`src/rtl/dma_copia_memoria_if.sv`:
```
// Bus bundle between the DMA copy engine, the CPU (request/grant, control) and the data RAM.
// The master modport is the DMA side; the slave modport is the CPU/RAM side.
`timescale 1ns/1ps
interface dma_copia_memoria_if #(
    parameter int AW = 32,
    parameter int CW = 11
);
    logic          inicio;
    logic [AW-1:0] cfg_origen;
    logic [AW-1:0] cfg_destino;
    logic [CW-1:0] cfg_cantidad;
    logic          bus_req;
    logic          bus_gnt;
    logic [AW-1:0] mem_dir;
    logic          mem_lectura;
    logic          mem_escritura;
    logic [31:0]   mem_dato_entrada;
    logic [31:0]   mem_dato_salida;
    logic          ocupado;
    logic          fin;
    logic          error;

    modport master (
        input  inicio, cfg_origen, cfg_destino, cfg_cantidad, bus_gnt, mem_dato_salida,
        output bus_req, mem_dir, mem_lectura, mem_escritura, mem_dato_entrada,
               ocupado, fin, error
    );

    modport slave (
        output inicio, cfg_origen, cfg_destino, cfg_cantidad, bus_gnt, mem_dato_salida,
        input  bus_req, mem_dir, mem_lectura, mem_escritura, mem_dato_entrada,
               ocupado, fin, error
    );
endinterface

```
`src/rtl/dma_copia_memoria.sv`:
```
// DMA block copy engine acting as second master on the data RAM (read on posedge, write on negedge).
// Optional completion interrupt (irq/irq_ack) enabled by defining DMA_IRQ_EN.
`timescale 1ns/1ps
module dma_copia_memoria #(
    parameter int AW   = 32,
    parameter int PROF = 1024,
    parameter int CW   = 11
) (
    input  logic                clk,
    input  logic                rst_n,
    dma_copia_memoria_if.master bus
`ifdef DMA_IRQ_EN
    ,
    output logic                irq,
    input  logic                irq_ack
`endif
);

    typedef enum logic [2:0] {
        REPOSO,
        SOLICITUD,
        LEER,
        CAPTURA,
        ESCRIBIR,
        LIBERAR
    } estado_t;

    localparam logic [AW:0] LIMITE = (AW+1)'(PROF);

    estado_t       estado;
    estado_t       estado_sig;
    logic [AW-1:0] src_ptr;
    logic [AW-1:0] dst_ptr;
    logic [CW-1:0] cnt;
    logic [31:0]   buffer;
    logic          req_r;
    logic          ocupado_r;
    logic          fin_r;
    logic          error_r;

    logic          arranque;
    logic          cant_cero;
    logic          fuera_rango;
    logic          aceptado;
    logic          fin_sig;
    logic [AW:0]   cant_ext;
    logic [AW:0]   fin_origen;
    logic [AW:0]   fin_destino;

    // Bounds are evaluated one bit wider so a huge start address cannot wrap past the check.
    assign cant_ext    = (AW+1)'(bus.cfg_cantidad);
    assign fin_origen  = {1'b0, bus.cfg_origen}  + cant_ext;
    assign fin_destino = {1'b0, bus.cfg_destino} + cant_ext;
    assign arranque    = (estado == REPOSO) && bus.inicio;
    assign cant_cero   = (bus.cfg_cantidad == '0);
    assign fuera_rango = (fin_origen > LIMITE) || (fin_destino > LIMITE);
    assign aceptado    = arranque && !cant_cero && !fuera_rango;
    assign fin_sig     = (estado == LIBERAR) || (arranque && (cant_cero || fuera_rango));

    always_comb begin
        estado_sig = estado;
        case (estado)
            REPOSO:    if (aceptado) estado_sig = SOLICITUD;
            SOLICITUD: if (bus.bus_gnt) estado_sig = LEER;
            LEER:      estado_sig = CAPTURA;
            CAPTURA:   estado_sig = ESCRIBIR;
            ESCRIBIR: begin
                if (cnt == CW'(1))     estado_sig = LIBERAR;
                else if (bus.bus_gnt)  estado_sig = LEER;
                else                   estado_sig = SOLICITUD;
            end
            LIBERAR:   estado_sig = REPOSO;
            default:   estado_sig = REPOSO;
        endcase
    end

    always_ff @(posedge clk or negedge rst_n) begin
        if (!rst_n) begin
            estado    <= REPOSO;
            req_r     <= 1'b0;
            ocupado_r <= 1'b0;
            fin_r     <= 1'b0;
            error_r   <= 1'b0;
        end else begin
            estado <= estado_sig;
            fin_r  <= fin_sig;
            if (arranque) error_r <= !cant_cero && fuera_rango;
            // bus_req/ocupado stay up across paused word boundaries and drop together with fin.
            if (aceptado) begin
                req_r     <= 1'b1;
                ocupado_r <= 1'b1;
            end else if (estado == LIBERAR) begin
                req_r     <= 1'b0;
                ocupado_r <= 1'b0;
            end
        end
    end

    always_ff @(posedge clk or negedge rst_n) begin
        if (!rst_n) begin
            src_ptr <= '0;
            dst_ptr <= '0;
            cnt     <= '0;
            buffer  <= '0;
        end else begin
            if (aceptado) begin
                src_ptr <= bus.cfg_origen;
                dst_ptr <= bus.cfg_destino;
                cnt     <= bus.cfg_cantidad;
            end else if (estado == ESCRIBIR) begin
                src_ptr <= src_ptr + AW'(1);
                dst_ptr <= dst_ptr + AW'(1);
                cnt     <= cnt - CW'(1);
            end
            if (estado == CAPTURA) buffer <= bus.mem_dato_salida;
        end
    end

    always_comb begin
        bus.mem_dir          = '0;
        bus.mem_lectura      = 1'b0;
        bus.mem_escritura    = 1'b0;
        bus.mem_dato_entrada = '0;
        case (estado)
            LEER: begin
                bus.mem_dir     = src_ptr;
                bus.mem_lectura = 1'b1;
            end
            ESCRIBIR: begin
                bus.mem_dir          = dst_ptr;
                bus.mem_escritura    = 1'b1;
                bus.mem_dato_entrada = buffer;
            end
            default: ;
        endcase
    end

    assign bus.bus_req = req_r;
    assign bus.ocupado = ocupado_r;
    assign bus.fin     = fin_r;
    assign bus.error   = error_r;

`ifdef DMA_IRQ_EN
    // The set condition covers the whole fin cycle, so an ack coinciding with fin is ignored.
    always_ff @(posedge clk or negedge rst_n) begin
        if (!rst_n) irq <= 1'b0;
        else        irq <= fin_sig || fin_r || (irq && !irq_ack);
    end
`endif

endmodule

```
`src/flat_wrapper.sv`:
```
// flat-port wrapper written by rule: the top's interface ports become plain ports
module dma_copia_memoria_flat 
#(
    parameter int AW   = 32,
    parameter int PROF = 1024,
    parameter int CW   = 11
)
  (clk, rst_n, bus_inicio, bus_cfg_origen, bus_cfg_destino, bus_cfg_cantidad, bus_bus_gnt, bus_mem_dato_salida, bus_bus_req, bus_mem_dir, bus_mem_lectura, bus_mem_escritura, bus_mem_dato_entrada, bus_ocupado, bus_fin, bus_error);
  dma_copia_memoria_if #(.AW(AW), .CW(CW)) bus_i ();
  input  logic clk;
  input  logic rst_n;
  input wire logic [$bits(bus_i.inicio)-1:0] bus_inicio;
  input wire logic [$bits(bus_i.cfg_origen)-1:0] bus_cfg_origen;
  input wire logic [$bits(bus_i.cfg_destino)-1:0] bus_cfg_destino;
  input wire logic [$bits(bus_i.cfg_cantidad)-1:0] bus_cfg_cantidad;
  input wire logic [$bits(bus_i.bus_gnt)-1:0] bus_bus_gnt;
  input wire logic [$bits(bus_i.mem_dato_salida)-1:0] bus_mem_dato_salida;
  output wire logic [$bits(bus_i.bus_req)-1:0] bus_bus_req;
  output wire logic [$bits(bus_i.mem_dir)-1:0] bus_mem_dir;
  output wire logic [$bits(bus_i.mem_lectura)-1:0] bus_mem_lectura;
  output wire logic [$bits(bus_i.mem_escritura)-1:0] bus_mem_escritura;
  output wire logic [$bits(bus_i.mem_dato_entrada)-1:0] bus_mem_dato_entrada;
  output wire logic [$bits(bus_i.ocupado)-1:0] bus_ocupado;
  output wire logic [$bits(bus_i.fin)-1:0] bus_fin;
  output wire logic [$bits(bus_i.error)-1:0] bus_error;
  assign bus_i.inicio = bus_inicio;
  assign bus_i.cfg_origen = bus_cfg_origen;
  assign bus_i.cfg_destino = bus_cfg_destino;
  assign bus_i.cfg_cantidad = bus_cfg_cantidad;
  assign bus_i.bus_gnt = bus_bus_gnt;
  assign bus_i.mem_dato_salida = bus_mem_dato_salida;
  assign bus_bus_req = bus_i.bus_req;
  assign bus_mem_dir = bus_i.mem_dir;
  assign bus_mem_lectura = bus_i.mem_lectura;
  assign bus_mem_escritura = bus_i.mem_escritura;
  assign bus_mem_dato_entrada = bus_i.mem_dato_entrada;
  assign bus_ocupado = bus_i.ocupado;
  assign bus_fin = bus_i.fin;
  assign bus_error = bus_i.error;
  dma_copia_memoria #(.AW(AW), .PROF(PROF), .CW(CW)) u_core (.clk(clk), .rst_n(rst_n), .bus(bus_i));
endmodule
```
`config.mk`:
```
export PLATFORM = sky130hd
export DESIGN_NAME = dma_copia_memoria_flat
export DESIGN_NICKNAME = d
export VERILOG_FILES = /design/src/rtl/dma_copia_memoria_if.sv /design/src/rtl/dma_copia_memoria.sv /design/src/flat_wrapper.sv
export SDC_FILE = /design/constraint.sdc
export NUM_CORES = 1
export LEC_CHECK = 0
export BUFFER_PORTS_ARGS = -buffer_cell sky130_fd_sc_hd__buf_2
export CAP_MARGIN = 20
export CORE_ASPECT_RATIO = 0.7
export CORE_MARGIN = 3
export CORE_UTILIZATION = 54
export DETAILED_ROUTE_END_ITERATION = 8
export PLACE_DENSITY = 0.84
export SETUP_SLACK_MARGIN = 0.2
export SLEW_MARGIN = 20
export SYNTH_ARGS = -nofsm -noshare
export SYNTH_HDL_FRONTEND = slang
export SYNTH_SLANG_ARGS = --single-unit
```
`constraint.sdc`:
```
create_clock -name clk -period 5.2 [get_ports clk]
set_input_delay 1.04 -clock clk [delete_from_list [all_inputs] [get_ports clk]]
set_output_delay 1.04 -clock clk [all_outputs]
set_load 0.02 [all_outputs]
```
Yosys cells after proc, flatten, opt, wreduce, memory -nomap -nowiden

Cells that the tools add are included.
Widths: inputs -> output; s select.

Eq/ne operators: 8
$add $sub $neg: 5
Mux-type cells: 17
Reduce and logical (&&, ||, !) cells: 15
$lt $le $gt $ge: 2

Operator list:

| kind                  | count |
|---|---|
| $mux 32               | 5 |
| $add 32x11->33        | 2 |
| $gt 33x11->1 const B  | 2 |
| $add 32x1->32 const B | 2 |
| $pmux 32 s2           | 1 |
| $mux 11               | 2 |
| $pmux 3 s5            | 1 |
| $eq 11x1->1 const B   | 1 |
| $logic_not 11->1      | 1 |
| $sub 11x1->11 const B | 1 |
| $mux 3                | 3 |
| $eq 3x2->1 const B    | 2 |
| $eq 3x3->1 const B    | 2 |
| $logic_and 1x1->1     | 5 |
| $mux 1                | 4 |
| $reduce_bool 2->1     | 2 |
| $eq 3x1->1 const B    | 1 |
| $logic_not 3->1       | 1 |
| $logic_or 1x1->1      | 3 |
| $logic_not 1->1       | 2 |
| $mux 2                | 1 |
| $ne 2x1->1 const B    | 1 |
| $ne 2x2->1 const B    | 1 |
| $reduce_and 2->1      | 1 |

Output and inout bits: 70
Bits in registers: 113
Bits of input ports: 111

Logic depth before layout (Yosys ltp)

Gate-level depths: netlist (run 1).

Depth in word-level cells: 7
Mapped depth: 15
Gate-level depth less buffers: 12

Least setup slack after synthesis (run 1)

Ideal clock, no wire load.

Path type: input -> register
From: input port bus_cfg_cantidad[9]
To: register u_core.cnt[2]
Required time: 5.074 ns
Setup slack: 0.399 ns
Data arrival time: 4.674 ns
Cell stages on the path: 13
Path through: ha_1 > clkbuf_1 > a211oi_1 > o22ai_1 > nor2b_1 > a221o_1 > or4_1 > or4b_4 > a2111oi_4 > nand3_1 > or2_0 > buf_2 > a311o_1

Cells in the longest elaborated chain, start to end: 6
Elaborated cells on any way between the ends: 12
Those cells by class: add/sub (2); order compare (2); mux (1); reduce/logical (7)

Ends and longest elaborated chain:

| what                                         | RTL line                                         | source |
|---|---|---|
| start, declared                              | flat_wrapper.sv:15                               | `input wire logic [$bits(bus_i.cfg_cantidad)-1:0] bus_cfg_cantidad;` |
| $add 32x11->33, on equally long branches     | dma_copia_memoria.sv:52, dma_copia_memoria.sv:53 |  |
| $gt 33x11->1                                 | dma_copia_memoria.sv:56                          | `assign fuera_rango = (fin_origen > LIMITE) \|\| (fin_destino > LIMITE);` |
| $logic_or 1x1->1                             | dma_copia_memoria.sv:56                          |  |
| $logic_not 1->1                              | dma_copia_memoria.sv:57                          | `assign aceptado = arranque && !cant_cero && !fuera_rango;` |
| $logic_and 1x1->1 (*)                        | dma_copia_memoria.sv:57                          |  |
| $mux 11 or $reduce_bool 2->1 (tied branches) | -                                                |  |
| end signal, assigned                         | dma_copia_memoria.sv:109                         | `cnt <= bus.cfg_cantidad;` |
| end signal, assigned                         | dma_copia_memoria.sv:113                         | `cnt <= cnt - CW'(1);` |
| end, declared                                | dma_copia_memoria.sv:34                          | `logic [CW-1:0] cnt;` |

Mark *: on every way between the ends. The rest lies on a longest branch, timed or not.
A chain may end at the register's enable or synchronous reset.

Worst setup path in the final report (run 1)

From: input port bus_cfg_cantidad[8]
To: register u_core.cnt[2]

Same word-level chain as after synthesis.

==> results_dict.tcl, run 1 <==
set metrics [dict create \
    crit_arrival_ps 5050 \
    die_x_um 163 \
    grt-ovfl-total 0 \
    crit_path_end_kind "flip-flop" \
    gp_congestion 1.06 \
    crit_family "simple AND/OR/NAND/NOR gates" \
    layout.nets 1455 \
    vdd_drop_max_mv 0.206 \
    path_cells "buf_2, ha_1, a21oi_1, o211ai_1, a211oi_1, mux2_2, or4_1, a221oi_1, nor4b_1, nand3_1, or2_0, a311o_1" \
    pin_count 181 \
    fin_skew_ps 11.1 \
    yosysWarningCount 0 \
    slew_headroom_pct 42.7 \
    cts_root_buf "clkbuf_16" \
    avgSynthCellArea_um2 8.27 \
    dr_total_vias 10300 \
    fillers 1374 \
    viasPerCell 6.62 \
    power.density_nw_per_um2 220 \
    setup_viol 0 \
    rsz0062_at_grt "false" \
    drc 0 \
    path_class "input pin to flip-flop" \
    leakagePower_nw 5.07 \
    diodes 0 \
    cp.required_ps 5490 \
    start_util_pct 56.1 \
    fin_tns_setup_ps 0 \
    synth-seq-area-share_pct 30.4 \
    yosysTopAreaCellShare_pct 30.4 \
    clkTransAtPathRegs_ps 60 \
    cts_buffer_depth 2 \
    grt_max_degree 69 \
    hold_viol 0 \
    grt_use_total_pct 34.4 \
    synth_area_leader_cell "dfrtp_1" \
    drtAntennaViolNets 0 \
    synth_ff_type "dfrtp_1" \
    holdWs_ps 498 \
    cts_tree "done" \
    fin_crit_sh_pct 91.4 \
    synthTopCellsByArea "dfrtp_1 (30%), mux2_2 (5.7%), nand2_1 (5.3%), and3_1 (4.2%), ha_1 (3.5%)" \
    multi_input_area_um2 6130 \
    antenna_found_initial 0 \
    drv_slew 0 \
    crit_path_start_kind "input pin" \
    hold_buffers 0 \
    port_buffers 180 \
    cts_setup_buffers 0 \
    synth_edf_count 0 \
    slowest_delay_ps 510 \
    synthesis.instances 1126 \
    grt_pass1_vias 9371 \
    ys_ff_latch 113 \
    hold_class "flip-flop to flip-flop" \
    outcome "completed" \
    drt_iter0_drc 1382 \
    die_y_um 116 \
    synth_cell_type_count 80 \
    postSynthNetCount 1265 \
    seqCellArea_um2 2830 \
    clk_latency_ps 420 \
    worstPathMaxFanout 11 \
    grt_pass1_wl_um 51100 \
    wl_per_cell_um 21.4 \
    period_needed_ps 4760 \
    cap_violations 0 \
    dr.pass1.iters 6 \
    slowest_stage "or4_1" \
    worst_pin_slew_ps 848 \
    post-dp-hpwl_um 25300 \
    max_freq_ghz 0.210 \
    cts_buffers 17 \
    async_flop_share_pct 100 \
    ctsResizeCount 0 \
    num_rows 39 \
    core-area_um2 16600 \
    cp.buffers_inverters 1 \
    areaGrowthSynthToFinish_pct 20.8 \
    dieArea_um2 18900 \
    layout-drive-gt1-share_pct 26.3 \
    netlist_area_um2 9320 \
    htree_levels 4 \
    routed_wl_um 33200 \
    clock-sinks 113 \
]
[synthesized netlist by cell type, drive strengths merged, types with 14 or more instances]
master and instances:
a22o 29, inv 23, a311o 17, nor4 16
a21oi 38, a31oi 19, ha 26, mux2 50
nor3 36, nand4 51, or2 14, clkbuf 52
a211oi 14, dfrtp 113, nand3 48, o21ai 55
nor2 86, nand2 132, and3 62, xnor2 27
[final timing paths]
kind / from / end / slack (ps) / depth (start not counted)
max: bus_cfg_cantidad[8] / u_core.cnt[2] / 440 / 12
min: u_core.buffer[12] / u_core.buffer[12] / 500 / 1
max reg2reg: u_core.src_ptr[6] / u_core.src_ptr[29] / 2030 / 9
min reg2reg: u_core.buffer[12] / u_core.buffer[12] / 500 / 1
max in group asynchronous: rst_n / u_core.dst_ptr[14] / 3620 / 2
min in group asynchronous: rst_n / u_core.dst_ptr[31] / 560 / 1
[routing by layer]
metal	global-route usage, %	share of wire [%]	vias to the layer above
met4	6.70	1.4	0
met2	46.7	40	688
met5	0	0	-
met3	14.3	15	55
met1	51.1	43	4869
li1	-	-	4671
[cells by family (layout without fill, tap and decap cells)]
logic type               count (synthesis)  after routing  share of synthesized area (%)
XOR/XNOR                                39             39                           3.67
buffers and inverters                   88            291                           3.98
AND/OR/NAND/NOR                        518            518                           29.2
flip-flops                             113            113                           30.4
AO/OA/AOI/OAI                          279            279                           21.7
multiplexers                            61             61                           7.23
adder cells (fa/ha/maj)                 28             28                           3.92
[per-stage QoR]
stage / std cells / setup WS (ps) / util (%) / total power, W / cell area, um^2
finish: 1554 / 445 / 67.8 / 0.00248 / 11300
CTS: 1554 / 543 / 67.8 / 0.00246 / 11300
global placement: 1522 / 304 / 64.4 / 0.00135 / 10700
floorplan: 1126 / 399 / - / 0.00114 / 9320
detailed placement: 1522 / 148 / 64.4 / 0.00135 / 10700
global route: 1554 / 206 / 67.8 / 0.00256 / 11300
[registers in the layout, indices dropped and copies added, names as in the netlist]
| signal | count |
|---|---|
| u_core.estado | 3 |
| u_core.bus.fin | 1 |
| u_core.buffer | 32 |
| u_core.bus.ocupado | 1 |
| u_core.src_ptr | 32 |
| u_core.bus.error | 1 |
| u_core.cnt | 11 |
| u_core.dst_ptr | 32 |
[cell type report]
type,instances,share of cell area (%)
multi-input cells,925,54.5
flip-flops and latches,113,25.1
repair buffers,235,12.0
clock buffers,18,3.90
well taps,225,2.50
clock inverters,14,1.17
inverters,24,0.801
[power by group]
part / internal (W) / leakage, nW / switching, W
combinational: 0.000172 / 3.51 / 0.000284
sequential: 0.000893 / 1.29 / 0.00000607
clock: 0.000676 / 0.281 / 0.000445
[layout by cell type (no fill, tap or decap), types with 19 or more instances in the layout]
cell type / Yosys / layout
a22o_1: 29 / 29
nand4_1: 49 / 49
buf_2: 4 / 179
dfrtp_1: 113 / 113
nand3_1: 47 / 47
nand2_1: 132 / 131
nor2_1: 86 / 85
mux2_2: 47 / 47
a21oi_1: 37 / 37
buf_4: 1 / 53
nor3_1: 36 / 35
and3_1: 62 / 62
ha_1: 26 / 26
xnor2_1: 27 / 27
o21ai_0: 53 / 53
a31oi_1: 19 / 19
inv_1: 23 / 23
(Power assumes the default switching activity.)
==> run 2: changes to the inputs <==
--- a/config.mk
+++ b/config.mk
@@ -8,10 +8,10 @@
 export BUFFER_PORTS_ARGS = -buffer_cell sky130_fd_sc_hd__buf_2
 export CAP_MARGIN = 20
 export CORE_ASPECT_RATIO = 0.7
-export CORE_MARGIN = 3
 export CORE_UTILIZATION = 54
 export DETAILED_ROUTE_END_ITERATION = 8
 export PLACE_DENSITY = 0.84
+export RECOVER_POWER = 25
 export SETUP_SLACK_MARGIN = 0.2
 export SLEW_MARGIN = 20
 export SYNTH_ARGS = -nofsm -noshare
==> results_dict.tcl, run 2 (synthesis gave the netlist of run 1 again) <==
set metrics [dict create \
    outcome "complete, but fails checks" \
    failed_checks "max-capacitance violations, max-slew violations" \
    antenna_found_initial 0 \
    dr_total_vias 10300 \
    min_path_cells 1 \
    final_common_cell "buf_2" \
    grt_max_degree 82 \
    cp.required_ps 5470 \
    viasPerCell 6.66 \
    final_cell_mix "buf_2 (179), nand2_1 (131), dfrtp_1 (113)" \
    htree_levels 4 \
    crit_arrival_ps 5070 \
    wl_per_cell_um 21.7 \
    drtAntennaViolNets 0 \
    clkTransAtPathRegs_ps 60 \
    cts_root_buf "clkbuf_16" \
    rsz0062_at_grt "false" \
    reg.largest.list "u_core.buffer: 32 flops, u_core.dst_ptr: 32 flops, u_core.src_ptr: 32 flops" \
    crit_path_end_kind "flip-flop" \
    areaGrowthSynthToFinish_pct 21.5 \
    reg2reg_depth 9 \
    period_needed_ps 4800 \
    worstPathMaxFanout 8 \
    grt_pass1_wl_um 52700 \
    pin_count 181 \
    fin_crit_sh_pct 92.3 \
    fillers 1383 \
    max_freq_ghz 0.208 \
    crit_path_start_kind "input pin" \
    fin_tns_setup_ps 0 \
    vdd_drop_max_mv 0.187 \
    cts_buffers 17 \
    fin_skew_ps 10.5 \
    num_rows 39 \
    die_y_um 112 \
    drv_slew 107 \
    hold_buffers 0 \
    start_util_pct 56.1 \
    cts_tree "done" \
    drc 0 \
    leakagePower_nw 5.08 \
    seqCellArea_um2 2830 \
    path_class "input pin to flip-flop" \
    post-dp-hpwl_um 25100 \
    clock-sinks 113 \
    die_x_um 159 \
    dr.pass1.iters 6 \
    layout.nets 1451 \
    gp_congestion 1.08 \
    setup_viol 0 \
    slew_headroom_pct -154 \
    diodes 0 \
    routed_wl_um 33600 \
    core-area_um2 16600 \
    grt_use_total_pct 37.8 \
    dieArea_um2 17800 \
    hold_class "flip-flop to flip-flop" \
    layout.cells.non_filler 1550 \
    worst_pin_slew_ps 3800 \
    grt-ovfl-total 0 \
    cts_buffer_depth 2 \
    hold_viol 0 \
    drt_iter0_drc 1167 \
    clk_latency_ps 410 \
    cap_violations 2 \
    grt_pass1_vias 9580 \
    multi_input_area_um2 6130 \
    layout-drive-gt1-share_pct 25.8 \
    post-place-cells 1518 \
    power.density_nw_per_um2 236 \
    port_buffers 180 \
]
==> run 2: changes by cell type in the layout (fill, tap and decap cells not counted), sizes merged <==
cell and change:
buf -6, bufinv +5, clkinv -3, clkinvlp +1, inv -4, clkbuf +3
==> run 2: worst max-delay path, cell delays in order <==
cell,delay (ps)
buf_2,150
ha_1,330
buf_4,170
o21ai_0,320
and2_0,380
buf_4,190
nor4_1,50
mux2_2,290
or4_1,510
a221oi_1,220
nor4b_1,460
nand3_1,190
buf_4,200
o21ai_1,170
buf_4,220
o221ai_1,150
==> run 2: cell type report <==
type,count,area share (%)
Tap cell,225,2.49
Inverter,24,0.796
Sequential cell,113,25.0
Clock inverter,13,2.08
Multi-Input combinational cell,925,54.2
Clock buffer,19,3.82
Timing Repair Buffer,231,11.6
==> run 2: what timing repair did <==
action,CTS,global route
endpoints found under the setup margin,0,7
hold endpoints to repair,0,0
resized for setup,0,1
setup buffers,0,0
==> run 2: routing by layer <==
layer  GRT usage [%]  wire, um  up-vias  part of all wire, %
met1            56.2     15100     4941                   45
met2            51.7     13400      658                   40
met5               0         0        -                    0
met4            8.40       615        0                  1.8
li1                -         -     4670                    -
met3            13.5      4480       61                   13
==> run 2: final timing paths <==
| kind | startpoint | endpoint | slack (ps) |
|---|---|---|---|
| max in group asynchronous | rst_n | u_core.dst_ptr[11] | 1120 |
| max reg2reg | u_core.estado[1] | u_core.src_ptr[9] | 1790 |
| min reg2reg | u_core.buffer[27] | u_core.buffer[27] | 500 |
| min in group asynchronous | rst_n | u_core.buffer[0] | 1930 |
| min | u_core.buffer[27] | u_core.buffer[27] | 500 |
| max | bus_cfg_cantidad[9] | u_core.dst_ptr[1] | 400 |
==> run 2: through the flow <==
stage	instance area, um^2	worst slack, ps	total power (W)	util (%)	hold WS [ps]
2_1_floorplan	9320	399	0.00114	-	469
3_3_place_gp	10700	103	0.00134	64.2	478
3_5_place_dp	10700	132	0.00134	64.2	487
4_1_cts	11300	459	0.00266	68.2	500
5_1_grt	11300	236	0.00275	68.2	515
6_report	11300	402	0.00267	68.2	497
==> run 2: where the power goes <==
group	internal [W]	total, W	switching, W
registers	0.000894	0.000900	0.00000673
logic	0.000167	0.000445	0.000278
clock network	0.000900	0.00133	0.000425
